**src/rtl/spi_ram_pkg.sv**
```systemverilog
// Shared command encodings, controller states and command decode for the SPI RAM burst block.
package spi_ram_pkg;

  localparam logic [1:0] CMD_WR_ADDR = 2'b00;
  localparam logic [1:0] CMD_WR_DATA = 2'b01;
  localparam logic [1:0] CMD_RD_ADDR = 2'b10;
  localparam logic [1:0] CMD_RD_DATA = 2'b11;

  typedef enum logic [2:0] {
    IDLE,
    CMD0,
    CMD1,
    WR_ADDR,
    WR_DATA,
    RD_ADDR,
    RD_DATA,
    HOLD
  } state_e;

  function automatic state_e decode_cmd(input logic [1:0] cmd);
    case (cmd)
      CMD_WR_ADDR: return WR_ADDR;
      CMD_WR_DATA: return WR_DATA;
      CMD_RD_ADDR: return RD_ADDR;
      default:     return RD_DATA;
    endcase
  endfunction

endpackage

```
**src/rtl/spi_ram_burst_if.sv**
```systemverilog
// SPI pin bundle: the master drives select and MOSI, the slave returns MISO and the frame error pulse.
interface spi_ram_burst_if;
  logic SS_n;
  logic MOSI;
  logic MISO;
  logic frame_err;

  modport master (output SS_n, output MOSI, input MISO, input frame_err);
  modport slave  (input SS_n, input MOSI, output MISO, output frame_err);
endinterface

```
**src/rtl/spi_ram_mem.sv**
```systemverilog
// Single-port RAM: synchronous write, registered read, one shared address; contents survive reset.
module spi_ram_mem #(
  parameter int ADDR_W = 8,
  parameter int DATA_W = 8
) (
  input  logic              clk,
  input  logic              we_i,
  input  logic              re_i,
  input  logic [ADDR_W-1:0] addr_i,
  input  logic [DATA_W-1:0] wdata_i,
  output logic [DATA_W-1:0] rdata_o
);

  logic [DATA_W-1:0] mem_q [2**ADDR_W];
  logic [DATA_W-1:0] rdata_q;

  always_ff @(posedge clk) begin
    if (we_i) begin
      mem_q[addr_i] <= wdata_i;
    end
    if (re_i) begin
      rdata_q <= mem_q[addr_i];
    end
  end

  assign rdata_o = rdata_q;

endmodule

```
**src/rtl/spi_ram_burst.sv**
```systemverilog
// SPI slave front-end to a single-port RAM with auto-incrementing write/read pointers and
// gapless burst reads (next word fetched one bit-time before the current word runs out).
module spi_ram_burst
  import spi_ram_pkg::*;
#(
  parameter int ADDR_W = 8,
  parameter int DATA_W = 8
) (
  input  logic           clk,
  input  logic           rst_n,
  spi_ram_burst_if.slave spi
);

  localparam int SH_W  = (ADDR_W > DATA_W) ? ADDR_W : DATA_W;
  localparam int CNT_W = (SH_W > 1) ? $clog2(SH_W) : 1;
  localparam logic [CNT_W-1:0] ADDR_LAST = CNT_W'(ADDR_W - 1);
  localparam logic [CNT_W-1:0] DATA_LAST = CNT_W'(DATA_W - 1);
  localparam logic [CNT_W-1:0] DATA_PREV = CNT_W'(DATA_W - 2);

  state_e            state_q, state_d;
  state_e            cmd_state;
  logic [CNT_W-1:0]  cnt_q, cnt_d;
  logic [SH_W-2:0]   in_sh_q, in_sh_d;
  logic [SH_W-1:0]   sh_next;
  logic [DATA_W-1:0] out_sh_q, out_sh_d;
  logic [ADDR_W-1:0] wr_ptr_q, wr_ptr_d;
  logic [ADDR_W-1:0] rd_ptr_q, rd_ptr_d;
  logic              frame_err_q, frame_err_d;

  logic              mem_we, mem_re;
  logic [ADDR_W-1:0] mem_addr;
  logic [DATA_W-1:0] mem_wdata, mem_rdata;

  assign sh_next   = {in_sh_q, spi.MOSI};
  assign cmd_state = decode_cmd({in_sh_q[0], spi.MOSI});
  assign mem_wdata = sh_next[DATA_W-1:0];

  always_ff @(posedge clk) begin
    if (!rst_n) begin
      state_q     <= IDLE;
      cnt_q       <= '0;
      in_sh_q     <= '0;
      out_sh_q    <= '0;
      wr_ptr_q    <= '0;
      rd_ptr_q    <= '0;
      frame_err_q <= 1'b0;
    end else begin
      state_q     <= state_d;
      cnt_q       <= cnt_d;
      in_sh_q     <= in_sh_d;
      out_sh_q    <= out_sh_d;
      wr_ptr_q    <= wr_ptr_d;
      rd_ptr_q    <= rd_ptr_d;
      frame_err_q <= frame_err_d;
    end
  end

  always_comb begin
    state_d     = state_q;
    cnt_d       = cnt_q;
    in_sh_d     = in_sh_q;
    out_sh_d    = out_sh_q;
    wr_ptr_d    = wr_ptr_q;
    rd_ptr_d    = rd_ptr_q;
    frame_err_d = 1'b0;
    mem_we      = 1'b0;
    mem_re      = 1'b0;
    mem_addr    = wr_ptr_q;

    if (state_q != IDLE && spi.SS_n) begin
      // Frame closed: drop any partial field; only a half-received write word or address is an error.
      state_d     = IDLE;
      cnt_d       = '0;
      in_sh_d     = '0;
      out_sh_d    = '0;
      frame_err_d = (state_q == WR_ADDR || state_q == RD_ADDR || state_q == WR_DATA)
                    && (cnt_q != '0);
    end else begin
      case (state_q)
        IDLE: begin
          if (!spi.SS_n) begin
            state_d = CMD0;
            cnt_d   = '0;
          end
        end
        CMD0: begin
          in_sh_d = sh_next[SH_W-2:0];
          state_d = CMD1;
        end
        CMD1: begin
          state_d = cmd_state;
          in_sh_d = '0;
          cnt_d   = '0;
          if (cmd_state == RD_DATA) begin
            // Prime the pipeline; the counter pretends a word just finished so E3 loads.
            mem_re   = 1'b1;
            mem_addr = rd_ptr_q;
            cnt_d    = DATA_LAST;
          end
        end
        WR_ADDR, RD_ADDR: begin
          in_sh_d = sh_next[SH_W-2:0];
          cnt_d   = cnt_q + 1'b1;
          if (cnt_q == ADDR_LAST) begin
            if (state_q == WR_ADDR) begin
              wr_ptr_d = sh_next[ADDR_W-1:0];
            end else begin
              rd_ptr_d = sh_next[ADDR_W-1:0];
            end
            state_d = HOLD;
            cnt_d   = '0;
            in_sh_d = '0;
          end
        end
        WR_DATA: begin
          in_sh_d = sh_next[SH_W-2:0];
          cnt_d   = cnt_q + 1'b1;
          if (cnt_q == DATA_LAST) begin
            mem_we   = 1'b1;
            mem_addr = wr_ptr_q;
            wr_ptr_d = wr_ptr_q + 1'b1;
            cnt_d    = '0;
            in_sh_d  = '0;
          end
        end
        RD_DATA: begin
          if (cnt_q == DATA_LAST) begin
            out_sh_d = mem_rdata;
            rd_ptr_d = rd_ptr_q + 1'b1;
            cnt_d    = '0;
          end else begin
            out_sh_d = {out_sh_q[DATA_W-2:0], 1'b0};
            cnt_d    = cnt_q + 1'b1;
          end
          if (cnt_q == DATA_PREV) begin
            mem_re   = 1'b1;
            mem_addr = rd_ptr_q;
          end
        end
        default: ;
      endcase
    end
  end

  spi_ram_mem #(
    .ADDR_W (ADDR_W),
    .DATA_W (DATA_W)
  ) u_mem (
    .clk     (clk),
    .we_i    (mem_we & rst_n),
    .re_i    (mem_re & rst_n),
    .addr_i  (mem_addr),
    .wdata_i (mem_wdata),
    .rdata_o (mem_rdata)
  );

  assign spi.MISO      = out_sh_q[DATA_W-1];
  assign spi.frame_err = frame_err_q;

endmodule

```
**src/flat_wrapper.sv**
```systemverilog
// flat-port wrapper written by rule: the top's interface ports become plain ports
module spi_ram_burst_flat import spi_ram_pkg::*;
#(
  parameter int ADDR_W = 8,
  parameter int DATA_W = 8
)
  (clk, rst_n, spi_SS_n, spi_MOSI, spi_MISO, spi_frame_err);
  spi_ram_burst_if spi_i ();
  input  logic clk;
  input  logic rst_n;
  input wire logic [$bits(spi_i.SS_n)-1:0] spi_SS_n;
  input wire logic [$bits(spi_i.MOSI)-1:0] spi_MOSI;
  output wire logic [$bits(spi_i.MISO)-1:0] spi_MISO;
  output wire logic [$bits(spi_i.frame_err)-1:0] spi_frame_err;
  assign spi_i.SS_n = spi_SS_n;
  assign spi_i.MOSI = spi_MOSI;
  assign spi_MISO = spi_i.MISO;
  assign spi_frame_err = spi_i.frame_err;
  spi_ram_burst #(.ADDR_W(ADDR_W), .DATA_W(DATA_W)) u_core (.clk(clk), .rst_n(rst_n), .spi(spi_i));
endmodule
```
**config.mk**
```make
export PLATFORM = sky130hd
export DESIGN_NAME = spi_ram_burst_flat
export DESIGN_NICKNAME = d
export VERILOG_FILES = /design/src/rtl/spi_ram_pkg.sv /design/src/rtl/spi_ram_burst_if.sv /design/src/rtl/spi_ram_mem.sv /design/src/rtl/spi_ram_burst.sv /design/src/flat_wrapper.sv
export SDC_FILE = /design/constraint.sdc
export NUM_CORES = 2
export LEC_CHECK = 0
export BUFFER_PORTS_ARGS = -buffer_cell sky130_fd_sc_hd__buf_2
export CORE_AREA = 2 2 399 322
export CTS_CLUSTER_SIZE = 28
export DETAILED_ROUTE_END_ITERATION = 7
export DIE_AREA = 0 0 401 324
export PLACE_DENSITY = 0.91
export SLEW_MARGIN = 20
export SYNTH_ARGS = -nofsm -noshare
export SYNTH_HDL_FRONTEND = slang
export SYNTH_SLANG_ARGS = --single-unit
```
**constraint.sdc**
```tcl
create_clock -name clk -period 13.15 [get_ports clk]
set_input_delay 0.6575 -clock clk [delete_from_list [all_inputs] [get_ports clk]]
set_output_delay 0.6575 -clock clk [all_outputs]
set_load 0.1 [all_outputs]
```
==> PnR_summary.wiki <==
{| class="wikitable"
! Metric !! Value
|-
| Run status || complete, but fails checks
|-
| Violated checks || DRC
|-
| Vias after detailed routing || 48.5k
|-
| First-pass GRT wire length || 316,000 um
|-
| CTS Sinks || 2,094
|-
| Proportion of register bits with asynchronous set or reset after synthesis || 0%
|-
| Die width || approximately 400 um
|-
| Clock root buffer || sky130_fd_sc_hd__clkbuf_16
|-
| EDFF count, synth || just over 2k
|-
| Clock transition at the registers of the reported paths || around 0.07 ns
|-
| Residual DRC count || 42
|-
| Post-CTS Setup Bufs || 0
|-
| Top routing layer in use || met5
|-
| Drt first pass iters || 8
|-
| Number of instances resized during post-cts repair || 0
|-
| Via count of the first global-routing pass || approximately 47k
|-
| Final weighted congestion in routability-driven placement || 0.936
|-
| Synthesized netlist net count || ~4.8k
|-
| CP endpoint kind || flop
|-
| Amount of wire on met2 after detailed routing || between 90,000 and 100,000 um
|-
| Top cells by area in the synthesized netlist || sky130_fd_sc_hd__edfxtp_1 (76%), sky130_fd_sc_hd__mux2i_1 (7.4%), sky130_fd_sc_hd__mux4_2 (3.3%)
|-
| CTS tree || done
|-
| Number of antenna violations at the first check in global routing || 9
|-
| Hold buffer count at CTS || 0
|-
| Number of input and output port buffers inserted || 5
|-
| Post-synthesis cell type count || around 50
|-
| Worst Tran Pin Value || between 1 and 1.5 ns
|-
| Number of rows in the core area || ~120
|-
| Global route overflow || 0
|-
| Power density cells || roughly 140 nW/um^2
|-
| Max cap viols || 0
|-
| Required time of the critical path || around 14 ns
|-
| Primary FF master, synth || sky130_fd_sc_hd__edfxtp_1
|-
| I/O pin count || 6
|-
| Final Routed Wirelength || between 200,000 and 250,000 um
|-
| Data arrival at the endpoint of the critical path || around 7.6 ns
|-
| Final worst-path cycle share || between 50% and 60%
|-
| Post-synthesis instance total || about 4.8k
|-
| Unrepaired setup endpoints after global routing || no
|-
| Post-route standard cell area excluding fillers || 88,700 um^2
|-
| Final min period || 7.06 ns
|-
| Clock latency at the later pin of the worst-skew pair || between 0.8 and 0.9 ns
|-
| Number of buffers added by the clock tree synthesis step || 180
|-
| Average wire per standard cell || ~33 um
|-
| Hold Crit Class || primary input to flop
|-
| Achievable clock frequency || 142 MHz
|-
| Max Transition Viols Final || 0
|-
| Final layout net count || approximately 4.7k
|-
| Area grow syn2layout || 9.18%
|-
| Layout cells sized above 1 || between 10% and 20%
|-
| Yosys top cell by area || sky130_fd_sc_hd__edfxtp_1
|-
| CP startpoint kind || flop
|-
| Total negative slack || 0 ns
|-
| DR WL met3 || approximately 36,000 um
|-
| Leakage || roughly 28 nW
|-
| Post-place instance area || ~83,000 um^2
|-
| Setup Viol. Count Final || 0
|-
| Leading cell types by count after synthesis || sky130_fd_sc_hd__edfxtp_1 (2,056), sky130_fd_sc_hd__mux2i_1 (598), sky130_fd_sc_hd__nand2_1 (400)
|-
| Final design utilization || a little over two thirds
|-
| Rel. slew slack || about 13%
|-
| Post-synth top area share || roughly 76%
|-
| Fillers || about 6.9k
|-
| Die boundary height || approximately 320 um
|-
| Deepest level of the CTS H-tree || 4
|-
| Global Route Usage Sum || between 30% and 40%
|-
| Top fanout value on the critical path || 150
|-
| Flip-flop and latch count after synthesis || ~2.1k
|-
| Cell area after synthesis || slightly above 80,000 um^2
|-
| Post-synthesis area per instance || approximately 17 um^2
|-
| HPWL Detailed || 117,000 um
|-
| Worst-case vdd ir drop || between 0.1 and 0.15 mV
|-
| Maximum clock path buffer count || 3
|-
| Metal1 wirelength || roughly 71,000 um
|-
| Pin count of the biggest net entering global routing || about 150
|-
| Via density per instance || roughly 7.4
|-
| Detailed router's first-iteration violation count || ~10k
|-
| Hold Path Stages || 3
|-
| Sequential-to-total area share from yosys stat || 77.0%
|-
| Crit Path Category || flop to flop
|-
| Placeable core area || ~130,000 um^2
|-
| Die area || 130,000 um^2
|-
| Yosys warning count || 0
|-
| Count of endpoints failing hold in the final timing report || 0
|-
| DRT antenna net count || 0
|-
| Worst Clk Skew || 0.0258 ns
|-
| Initial standard-cell utilization of the core || between 60% and 70%
|-
| Depth of the worst register-to-register path || 12
|-
| Most numerous cell in the Yosys netlist || sky130_fd_sc_hd__edfxtp_1
|}
-- state kept, by name, summed over array words and instances, names as in the netlist --
register and flops:
u_core.state_q 3, u_core.spi.frame_err 1, u_core.wr_ptr_q 8, u_core.in_sh_q 7, u_core.cnt_q 3, u_core.rd_ptr_q 8
u_core.out_sh_q 8, u_core.u_mem.rdata_o 8, u_core.u_mem.mem_q 2048
-- where the power goes --
part / switching (mW) / internal, mW / total, mW / leakage, nW
combinational: 0.0385 / 0.00594 / 0.0444 / 5.79
sequential: 0.00606 / 7.24 / 7.24 / 19.5
clock: 2.44 / 2.89 / 5.33 / 2.85
-- final timing paths --
kind	startpoint	to	slack [ns]
setup / recovery	u_core.in_sh_q[0]	u_core.u_mem.rdata_o[1]	6.09
hold / removal	rst_n	u_core.rd_ptr_q[6]	0.26
setup reg to reg	u_core.in_sh_q[0]	u_core.u_mem.rdata_o[1]	6.09
hold reg to reg	u_core.out_sh_q[0]	u_core.out_sh_q[0]	0.49
-- kinds of logic after synthesis --
group | Yosys count | synth area share, %
compound gates | 736 | 5.59
fa+ha+maj | 9 | 0.139
buf+inv | 305 | 1.67
flops | 2094 | 77.0
mux | 723 | 10.8
simple gates | 906 | 4.85
-- metrics by stage --
step | hold WS [ns] | cells | worst slack [ns] | power (mW)
2_1_floorplan | 0.431 | 4773 | 6.33 | 7.41
3_3_place_gp | 0.461 | 6216 | 5.83 | 7.43
3_5_place_dp | 0.458 | 6216 | 5.86 | 7.43
4_1_cts | 0.214 | 6551 | 6.36 | 12.6
5_1_grt | 0.285 | 6552 | 6.07 | 12.8
6_report | 0.258 | 6558 | 6.09 | 12.6
-- layout by cell type (no fill, tap or decap), types with 9 or more instances in the layout --
master,Yosys,final
sky130_fd_sc_hd__a211oi_1,10,10
sky130_fd_sc_hd__a21oi_1,231,230
sky130_fd_sc_hd__a221oi_1,21,21
sky130_fd_sc_hd__a22o_1,22,22
sky130_fd_sc_hd__a22oi_1,79,79
sky130_fd_sc_hd__a31oi_1,12,12
sky130_fd_sc_hd__buf_4,20,62
sky130_fd_sc_hd__bufinv_16,0,15
sky130_fd_sc_hd__clkbuf_1,136,33
sky130_fd_sc_hd__clkbuf_16,0,185
sky130_fd_sc_hd__clkinv_1,0,37
sky130_fd_sc_hd__clkinv_2,0,46
sky130_fd_sc_hd__dfxtp_1,38,31
sky130_fd_sc_hd__edfxtp_1,2056,2056
sky130_fd_sc_hd__ha_1,9,9
sky130_fd_sc_hd__inv_1,9,9
sky130_fd_sc_hd__mux2i_1,598,591
sky130_fd_sc_hd__mux4_2,120,120
sky130_fd_sc_hd__nand2_1,400,389
sky130_fd_sc_hd__nand2b_1,15,15
sky130_fd_sc_hd__nand3_1,19,19
sky130_fd_sc_hd__nand3b_1,9,9
sky130_fd_sc_hd__nand4_1,9,9
sky130_fd_sc_hd__nor2_1,296,295
sky130_fd_sc_hd__nor2b_1,11,11
sky130_fd_sc_hd__nor4_1,122,108
sky130_fd_sc_hd__nor4_2,0,14
sky130_fd_sc_hd__o21ai_0,25,25
sky130_fd_sc_hd__o22ai_1,312,312
-- layout make-up --
cell class | instances | area, um^2 | share of cell area (%)
clock inverters | 115 | 1000 | 1.13
repair buffers | 74 | 621 | 0.700
well taps | 1666 | 2080 | 2.35
inverters | 9 | 33.8 | 0.0381
multi-input cells | 2374 | 17600 | 19.8
diodes | 6 | 15.0 | 0.0169
clock buffers | 220 | 4780 | 5.39
flip-flops and latches | 2094 | 62500 | 70.5
-- per-layer routing --
metal	vias to the layer above	track usage, %
li1	18809	-
met2	5199	50.2
met3	979	11.0
met5	-	0
met4	16	17.3
met1	23546	44.2
-- worst max-delay path, cell delays in order (launching register included) --
cell and delay (ns):
sky130_fd_sc_hd__dfxtp_4 0.75, sky130_fd_sc_hd__ha_1 0.29, sky130_fd_sc_hd__nand2b_1 0.09, sky130_fd_sc_hd__a211o_1 0.27, sky130_fd_sc_hd__buf_4 0.28, sky130_fd_sc_hd__mux2_8 0.73, sky130_fd_sc_hd__buf_12 0.73, sky130_fd_sc_hd__buf_4 1.03
sky130_fd_sc_hd__mux4_2 0.45, sky130_fd_sc_hd__a22oi_1 0.38, sky130_fd_sc_hd__a21oi_1 0.13, sky130_fd_sc_hd__nor4_1 1.11, sky130_fd_sc_hd__nand4_1 0.18
Note: power is estimated with default switching activity, not from simulation.
